## src/rtl/rti_capture_core_if.sv

```systemverilog
// rti_capture_core_if: 128-bit valid/ready stream carrying captured entries to the read-side bridge.
interface rti_capture_core_if;
    logic [127:0] tdata;
    logic         tvalid;
    logic         tready;
    modport master (output tdata, output tvalid, input tready);
    modport slave (input tdata, input tvalid, output tready);
endinterface

```

## src/rtl/rti_capture_core.sv

```systemverilog
// rti_capture_core: timestamps windowed input events against the RTIO counter.
// Accepted events are buffered in a storage FIFO that feeds a single output register.
module rti_capture_core #(
    parameter int DATA_WIDTH      = 64,
    parameter int FIFO_DEPTH_LOG2 = 4
) (
    input  logic                       rtio_clk,
    input  logic                       rtio_resetn,
    input  logic [63:0]                counter,
    input  logic                       capture_en,
    input  logic [63:0]                window_start,
    input  logic [63:0]                window_end,
    input  logic                       event_valid,
    input  logic [DATA_WIDTH-1:0]      event_data,
    input  logic                       flush,
    rti_capture_core_if.master         m,
    output logic                       full,
    output logic                       empty,
    output logic [FIFO_DEPTH_LOG2:0]   count,
    output logic                       overflow_error,
    output logic [15:0]                overflow_count
);
    localparam int AW    = FIFO_DEPTH_LOG2;
    localparam int DEPTH = 1 << AW;

    logic [127:0] mem_q [DEPTH];
    logic [AW:0]  wr_ptr_q, wr_ptr_d, rd_ptr_q, rd_ptr_d, st_count;
    logic [127:0] tdata_q, tdata_d, entry;
    logic         tvalid_q, tvalid_d, ovf_err_q, ovf_err_d;
    logic [15:0]  ovf_cnt_q, ovf_cnt_d;
    logic         accept, st_full, st_empty, pop, load, push, drop, mem_we;

    always_comb begin
        entry    = {counter, 64'(event_data)};
        accept   = capture_en && event_valid && counter >= window_start && counter < window_end;
        st_count = wr_ptr_q - rd_ptr_q;
        st_empty = wr_ptr_q == rd_ptr_q;
        st_full  = (wr_ptr_q[AW] != rd_ptr_q[AW]) && (wr_ptr_q[AW-1:0] == rd_ptr_q[AW-1:0]);
        pop      = tvalid_q && m.tready;
        load     = !st_empty && (!tvalid_q || pop);
        push     = accept && !st_full;
        drop     = accept && st_full;
        mem_we   = push && !flush;
        wr_ptr_d  = wr_ptr_q;
        rd_ptr_d  = rd_ptr_q;
        tdata_d   = tdata_q;
        tvalid_d  = tvalid_q;
        ovf_err_d = ovf_err_q;
        ovf_cnt_d = ovf_cnt_q;
        if (flush) begin
            wr_ptr_d  = '0;
            rd_ptr_d  = '0;
            tvalid_d  = 1'b0;
            ovf_err_d = 1'b0;
            ovf_cnt_d = '0;
        end else begin
            if (push)
                wr_ptr_d = wr_ptr_q + 1'b1;
            if (load) begin
                rd_ptr_d = rd_ptr_q + 1'b1;
                tdata_d  = mem_q[rd_ptr_q[AW-1:0]];
                tvalid_d = 1'b1;
            end else if (pop) begin
                tvalid_d = 1'b0;
            end
            if (drop) begin
                ovf_err_d = 1'b1;
                ovf_cnt_d = (ovf_cnt_q == 16'hFFFF) ? ovf_cnt_q : ovf_cnt_q + 16'd1;
            end
        end
    end

    // Storage needs no reset: pointers alone define which slots are live.
    always_ff @(posedge rtio_clk)
        if (mem_we)
            mem_q[wr_ptr_q[AW-1:0]] <= entry;

    always_ff @(posedge rtio_clk or negedge rtio_resetn)
        if (!rtio_resetn) begin
            wr_ptr_q  <= '0;
            rd_ptr_q  <= '0;
            tdata_q   <= '0;
            tvalid_q  <= 1'b0;
            ovf_err_q <= 1'b0;
            ovf_cnt_q <= '0;
        end else begin
            wr_ptr_q  <= wr_ptr_d;
            rd_ptr_q  <= rd_ptr_d;
            tdata_q   <= tdata_d;
            tvalid_q  <= tvalid_d;
            ovf_err_q <= ovf_err_d;
            ovf_cnt_q <= ovf_cnt_d;
        end

    assign m.tdata        = tdata_q;
    assign m.tvalid       = tvalid_q;
    assign full           = st_full;
    assign empty          = st_empty && !tvalid_q;
    assign count          = st_count + (AW+1)'(tvalid_q);
    assign overflow_error = ovf_err_q;
    assign overflow_count = ovf_cnt_q;
endmodule

```

## src/flat_wrapper.sv

```systemverilog
// flat-port wrapper written by rule: the top's interface ports become plain ports
module rti_capture_core_flat 
#(
    parameter int DATA_WIDTH      = 64,
    parameter int FIFO_DEPTH_LOG2 = 4
)
  (rtio_clk, rtio_resetn, counter, capture_en, window_start, window_end, event_valid, event_data, flush, full, empty, count, overflow_error, overflow_count, m_tdata, m_tvalid, m_tready);
  rti_capture_core_if m_i ();
  input  logic rtio_clk;
  input  logic rtio_resetn;
  input  logic [63:0] counter;
  input  logic capture_en;
  input  logic [63:0] window_start;
  input  logic [63:0] window_end;
  input  logic event_valid;
  input  logic [DATA_WIDTH-1:0] event_data;
  input  logic flush;
  output logic full;
  output logic empty;
  output logic [FIFO_DEPTH_LOG2:0] count;
  output logic overflow_error;
  output logic [15:0] overflow_count;
  output wire logic [$bits(m_i.tdata)-1:0] m_tdata;
  output wire logic [$bits(m_i.tvalid)-1:0] m_tvalid;
  input wire logic [$bits(m_i.tready)-1:0] m_tready;
  assign m_tdata = m_i.tdata;
  assign m_tvalid = m_i.tvalid;
  assign m_i.tready = m_tready;
  rti_capture_core #(.DATA_WIDTH(DATA_WIDTH), .FIFO_DEPTH_LOG2(FIFO_DEPTH_LOG2)) u_core (.rtio_clk(rtio_clk), .rtio_resetn(rtio_resetn), .counter(counter), .capture_en(capture_en), .window_start(window_start), .window_end(window_end), .event_valid(event_valid), .event_data(event_data), .flush(flush), .m(m_i), .full(full), .empty(empty), .count(count), .overflow_error(overflow_error), .overflow_count(overflow_count));
endmodule
```

## config.mk

```make
export PLATFORM = sky130hd
export DESIGN_NAME = rti_capture_core_flat
export DESIGN_NICKNAME = d
export VERILOG_FILES = /design/src/rtl/rti_capture_core_if.sv /design/src/rtl/rti_capture_core.sv /design/src/flat_wrapper.sv
export SDC_FILE = /design/constraint.sdc
export NUM_CORES = 2
export LEC_CHECK = 0
export CAP_MARGIN = 5
export CORE_UTILIZATION = 60
export CTS_CLUSTER_DIAMETER = 120
export DETAILED_ROUTE_END_ITERATION = 10
export PLACE_DENSITY = 0.81
export RECOVER_POWER = 100
export SYNTH_ARGS = -nofsm -noshare
export SYNTH_HDL_FRONTEND = slang
export SYNTH_SLANG_ARGS = --single-unit
```

## constraint.sdc

```tcl
create_clock -name rtio_clk -period 19 [get_ports rtio_clk]
set_input_delay 1.9 -clock rtio_clk [delete_from_list [all_inputs] [get_ports rtio_clk]]
set_output_delay 1.9 -clock rtio_clk [all_outputs]
set_load 0.02 [all_outputs]
```

* After elaboration in Yosys (flattened, before gate mapping)
Memory sizes are Yosys's and may differ from the RTL's. A register that Yosys moved wholly into a read port is not among the register bits.
Cells that the tools add are included.
** Storage, ports and cells
- Bits in registers :: 28
- Memory bits (writable) :: 2048
- Input port bits :: 262
- Output and inout bits :: 153
- Word-level logic and storage cells :: 55
- Memories kept :: 1
** Cells by class
- Add/subtract/negate cells :: 5
- Order comparisons :: 2
- Equal/unequal tests :: 5
- Muxes and demuxes :: 14
- Bitwise operators :: 1
- Reduce and logical (&&, ||, !) cells :: 22
** Memories
- u_core.mem_q :: words 16, width 128, rd ports 1, clocked after memory_dff 1, wr ports 1, RTL line rti_capture_core.sv:26 : logic [127:0] mem_q [DEPTH];
** Operator list (number)
- 64-bit >= comparator :: 1
- 64-bit less-than comparator :: 1
- 16-bit two-way mux :: 3
- 5-bit two-way mux :: 4
- 16-bit by 1-bit adder with 16-bit output, second input constant :: 1
- 16-bit == test, second input constant :: 1
- 5-bit by 1-bit adder with 5-bit output, second input constant :: 2
- 1-bit logical AND :: 10
- 1-bit two-way mux :: 7
- 2-bit nonzero test :: 3
- 5-bit by 1-bit adder with 5-bit output :: 1
- 5-bit == test :: 1
- 1-bit zero test :: 5
- 5-bit subtractor :: 1
- 4-bit == test :: 1
- 2-bit AND reduction :: 2
- 3-bit nonzero test :: 1
- 2-bit inequality test, second input constant :: 1
- 1-bit logical OR :: 1
- 1-bit inequality test :: 1
- 1-bit NOT :: 1

* Longest topological paths before layout
- Depth in word-level cells :: 7
- Gate-level depth with buffers :: 13
- Depth with buffers taken out :: 10

* Least setup slack after synthesis
OpenSTA, ideal clock, no wires.
- Path type :: input to register
- From :: input window_start[31]
- To :: memory u_core.mem_q[0][0] (enable)
- Library setup time :: 0.928 ns
- Data arrival time :: 15.908 ns
- Data required time :: 18.072 ns
- Slack :: 2.164 ns
- Stages on the path :: 10
- Buffers on the path :: 1
- Path through :: inv_1 ha_1 nand4_1 or4_1 o22ai_1 nand2_1 a211o_1 or3_1 buf_6 nor4_1
** On the way
- Word-level cells in the longest chain between the ends :: 7
** Ends and longest elaborated chain
- start: declaration :: RTL line flat_wrapper.sv:13 : input logic [63:0] window_start;
- 64-bit >= comparator :: RTL line rti_capture_core.sv:35 : accept = capture_en && event_valid && counter >= window_start && counter < window_end;
- 1-bit logical AND (2 in series) :: RTL line rti_capture_core.sv:35
- 1-bit logical AND :: RTL line rti_capture_core.sv:41 : push = accept && !st_full;
- 1-bit logical AND :: RTL line rti_capture_core.sv:43 : mem_we = push && !flush;
- 1-bit two-way mux :: RTL line rti_capture_core.sv:75 : if (mem_we)
- 1-bit two-way mux (not written as such) :: RTL line rti_capture_core.sv:76 : mem_q[wr_ptr_q[AW-1:0]] <= entry;
- end: declaration :: RTL line rti_capture_core.sv:26
Every way passes these cells.

* Final worst setup path
- From :: input counter[12]
- To :: memory u_core.mem_q[15][1] (enable)
** On the way
- Word-level cells in the longest chain between the ends :: 7
- Elaborated cells between the ends (all ways) :: 8
- Classes of those cells :: order compare (2); mux (2); reduce/logical (4)
** Ends and longest elaborated chain
- start: declaration :: RTL line flat_wrapper.sv:11 : input logic [63:0] counter;
- 64-bit >= comparator :: RTL line rti_capture_core.sv:35
- 1-bit logical AND :: RTL line rti_capture_core.sv:35
- 1-bit logical AND (*) :: RTL line rti_capture_core.sv:35
- 1-bit logical AND (*) :: RTL line rti_capture_core.sv:41
- 1-bit logical AND (*) :: RTL line rti_capture_core.sv:43
- 1-bit two-way mux (*) :: RTL line rti_capture_core.sv:75
- 1-bit two-way mux (not written as such) (*) :: RTL line rti_capture_core.sv:76
Every way passes the cells marked *; elsewhere a longest branch is shown, timed or not.

==> results list <==
- The flow ran to the end, but the final reports show violations.
- Violations in the final reports: max-capacitance violations, max-slew violations
* Fraction of final layout cells with drive strength greater than 1: about 24%
- In this run the core area contains 138 standard-cell rows.
- Post-synth top flop: sky130_fd_sc_hd__edfxtp_1
- Worst-path cell with the longest stage delay: sky130_fd_sc_hd__clkbuf_1
- Tightest slew margin relative to the limit: -527%
- Fill cells in the final layout number about 8200.
- Maximum vdd drop: 111 uV
- During synthesis, Yosys emitted a total of 0 warnings.
- Post-route minimum period: ~13000 ps
- Area of the multi-input gates: slightly below 20000 sq um
* Sequential cell fraction of total power: approximately 46%
- In this run, synthesis inferred between 2000 and 2500 flip-flops with an integrated enable.
- For the worst-skew pair, the clock arrives at the later sink with an insertion delay of between 800 and 900 ps.
* Startpoint of the tightest hold check path: u_core.m.tdata[43]
- Together, buffers and inverters on the worst path number 4.
- Clock slew seen by the registers of the worst setup and hold paths: roughly 60 ps
- DRT iter0 DRCs: between 5000 and 6000
* CP Cell Sequence: dlygate4sd3_1 -> clkbuf_1 -> ha_1 -> nand4_1 -> or3_1 -> a221oi_1 -> or4b_1 -> a311oi_1 -> a211o_1 -> clkbuf_1 -> nor4_1 -> clkbuf_1
- CTS Buf Count: between 200 and 250
- In this run, post-CTS repair resized a total of 0 instances.
* Total die area: approximately 150000 sq um
- For this run the aggregate overflow at the end of global routing stands at 0.
- Of all nets on the critical path, the largest fanout is 93.
* Worst path setup slack after routing: ~5600 ps
- Clock power frac: around 34%
- Instance count along the most critical hold path: 1
* CTS sink count: around 2200
* Vias in the first global route: approximately 45000
* Capturing point of the worst reg2reg path: u_core.m.tdata[6]
- After legalization and detailed placement, the total HPWL measured roughly 100000 um.
* Horizontal extent of the die: 382 um
- After floorplanning, the core was sized to cover between 100000 and 150000 sq um.
- The final layout contains routed wiring with a total length of about 210000 um.
- Clock skew on the completed layout was measured at about 35 ps.
- Top achievable clock speed: roughly 74 MHz
- First-pass GRT wire length: just over 300000 um
- Total count of hold-check failures in the final report: 0
- Ports: between 400 and 500
- Leakage power of the design: ~32 nW
- Hold buffers post-CTS: 0
- Net switching power figure: 0.00303 W
- CTS tree: yes
* Longest individual stage delay on the worst path: 5740 ps
- Tightest Hold Check Type: flop to flop
- Mapped cell area: around 86000 sq um
- The number of setup buffers added after CTS is 0.
- Clock Path Buffers: 3
* Number of cells produced by synthesis: approximately 3800
- The setup path with the least slack is of type input port to flop.
- Die Y-Extent: about 380 um
- Seq. cell area: around 65000 sq um
- Setup repair after global routing missed its margin: no
* Starting density of the core: around three fifths
- Once detail routing completed, the nets flagged for antenna violations numbered 0.
- Combinational logic is responsible for about a fifth of the overall power.
* Arrival time worst endpoint: around 14000 ps
* Master cell of the clock root buffer: sky130_fd_sc_hd__clkbuf_16
- Of the synthesized area, sequential elements account for 75.6%.
- Setup slack after placement: approximately 9600 ps
- Part of the cycle the worst path needs: around 70%
* Power density over cell area: 121 nW/um^2
- For this run, the total global-route usage over all layers was measured as between 20 and 30%.
* H-tree level count: 4
- Of the total power, the share spent switching nets is 25.2%.
* Terminating pin of the worst hold path: u_core.m.tdata[43]
- Depth of the most critical reg-to-reg path: 8
* Worst path most repeated cell: sky130_fd_sc_hd__clkbuf_1
- Post-Syn Area per Cell: roughly 23 sq um
* Final-stage net count: 4706
- For the pin with the worst max-slew slack, the measured transition is ~9400 ps.
- Internal cell power: 0.00900 W
- First drt pass iteration count: 5
- For the final routed database, the setup TNS stands at 0 ps.
- In this design, the largest share of critical-path delay is due to buffers and inverters.
- Number of flip-flops and latches in the synthesized netlist: 2204
- DRC errors left: 0
- The count of pins over their slew limit came to ~1100.
- Maximum number of pins on one net before global-route repair: around 160
- Relative to the synthesized area, the layout overhead comes to 15.1%.
- Nets in the synthesized netlist: 4200
- Nature of the critical path endpoint: flop
- Share of synthesized registers carrying an async set or reset: ~7.1%
* Wire length per cell after detailed routing: between 30 and 40 um
- Antenna violations before repair: 38
* Critical path launch point type: input port
- Netlist cell types: 53
* Total of max-cap violations: 27
- In this run the critical register-to-register path is launched from u_core.rd_ptr_q[3].
- Required time at the worst-slack endpoint: between 15000 and 20000 ps
- The count of buffers added on input and output ports is between 400 and 500.
- Via count: between 40000 and 50000
- Slack of the worst reg-to-reg path: between 6000 and 7000 ps
- The congestion estimate from routability-driven global placement came to between 0.8 and 0.9.
- Setup violation total in the final timing report: 0
- Post-detailed-route via-to-cell ratio: around 6.7
cell usage after synthesis (20+ instances only):
library cell | n | area share [%]
sky130_fd_sc_hd__mux2_2 | 133 | 1.7
sky130_fd_sc_hd__edfxtp_1 | 2048 | 71
sky130_fd_sc_hd__inv_1 | 149 | 0.65
sky130_fd_sc_hd__buf_2 | 34 | 0.20
sky130_fd_sc_hd__nand2_1 | 36 | 0.16
sky130_fd_sc_hd__nand4_1 | 33 | 0.24
sky130_fd_sc_hd__nand3_1 | 20 | 0.12
sky130_fd_sc_hd__ha_1 | 141 | 2.0
sky130_fd_sc_hd__o21ai_0 | 27 | 0.16
sky130_fd_sc_hd__a21oi_1 | 60 | 0.35
sky130_fd_sc_hd__mux4_2 | 640 | 17
sky130_fd_sc_hd__clkbuf_1 | 109 | 0.47
sky130_fd_sc_hd__dfrtp_1 | 156 | 4.5
sky130_fd_sc_hd__nor2_1 | 29 | 0.13
sky130_fd_sc_hd__buf_1 | 26 | 0.11
placed cells by master (no fill, tap or decap), drive strengths merged, types with 13 or more instances in the layout:
master	count
edfxtp	2048
mux4	640
clkbuf	315
dlygate4sd3	280
inv	164
dfrtp	156
ha	141
mux2	134
clkdlybuf4s50	133
clkinv	62
a21oi	60
nand2	36
nand4	33
buf	31
nor2	29
o21ai	27
nand3	20
nor3	20
diode	16
bufinv	14
a21o	13
nor2b	13
through the flow:
stage               power, W  util, %  hold WS, ps  std cells  instance area [sq um]
finish                0.0120     69.9          499       6386                  99500
global route          0.0124     69.9          520       6376                  99500
CTS                   0.0121     70.1          509       6370                  99800
detailed placement   0.00805     65.4          496       5985                  93000
global placement     0.00800     65.4          488       5985                  93000
floorplan            0.00723        -          524       3796                  86500
final cells by class:
cell class	count	area share, %
well taps	1890	2.38
flip-flops and latches	2204	65.7
repair buffers	470	4.68
multi-input cells	1271	19.8
clock inverters	96	1.03
diodes	16	0.0402
inverters	150	0.573
clock buffers	289	5.71
cell families after synthesis:
group,count (synthesis),synth area share (%)
buffers and inverters,321,1.46
AND/OR/NAND/NOR,213,1.39
flip-flops,2204,75.6
adder cells (fa/ha/maj),142,2.06
multiplexers,775,18.4
AO/OA/AOI/OAI,131,0.912
XOR/XNOR,10,0.101
registers in the layout, summed over array words and instances (netlist names):
| register | flops |
|---|---|
| u_core.rd_ptr_q | 5 |
| u_core.overflow_error | 1 |
| u_core.mem_q | 2048 |
| u_core.m.tvalid | 1 |
| u_core.m.tdata | 128 |
| u_core.overflow_count | 16 |
| u_core.wr_ptr_q | 5 |
worst register-to-register path, cell delays in order, from the launching register on:
cell and delay, ps:
sky130_fd_sc_hd__dfrtp_1 2330, sky130_fd_sc_hd__inv_1 280, sky130_fd_sc_hd__ha_1 460, sky130_fd_sc_hd__nand3_1 100
sky130_fd_sc_hd__or3_1 150, sky130_fd_sc_hd__and2_0 340, sky130_fd_sc_hd__nor2b_1 1000, sky130_fd_sc_hd__clkbuf_1 6580
sky130_fd_sc_hd__mux2_2 1220
power by group through the flow:
stage / logic, W / clock network [W] / registers, W
2_1_floorplan: 0.00142 / 0 / 0.00580
3_3_place_gp: 0.00232 / 0 / 0.00569
3_5_place_dp: 0.00235 / 0 / 0.00569
4_1_cts: 0.00239 / 0.00414 / 0.00559
5_1_grt: 0.00248 / 0.00431 / 0.00560
6_report: 0.00234 / 0.00410 / 0.00558
routing by layer:
| metal | vias up | global-route usage [%] | share of wire, % |
|---|---|---|---|
| li1 | 17000 | - | - |
| met1 | 22800 | 40.8 | 38 |
| met2 | 2751 | 47.8 | 50 |
| met3 | 377 | 5.46 | 9.2 |
| met4 | 10 | 9.04 | 2.8 |
| met5 | - | 0 | 0.032 |
how the worst max path moves through the flow:
stage                     start                    end  depth (start not counted)
6_report            counter[12]    u_core.mem_q[15][1]                         12
5_1_grt             counter[12]   u_core.mem_q[15][30]                         12
4_1_cts             counter[29]  u_core.mem_q[10][113]                         12
3_5_place_dp        counter[29]  u_core.mem_q[10][109]                         12
3_3_place_gp        counter[29]  u_core.mem_q[10][109]                         12
2_1_floorplan  window_start[31]     u_core.mem_q[0][0]                         10
Power figures use the tool's default switching activity.
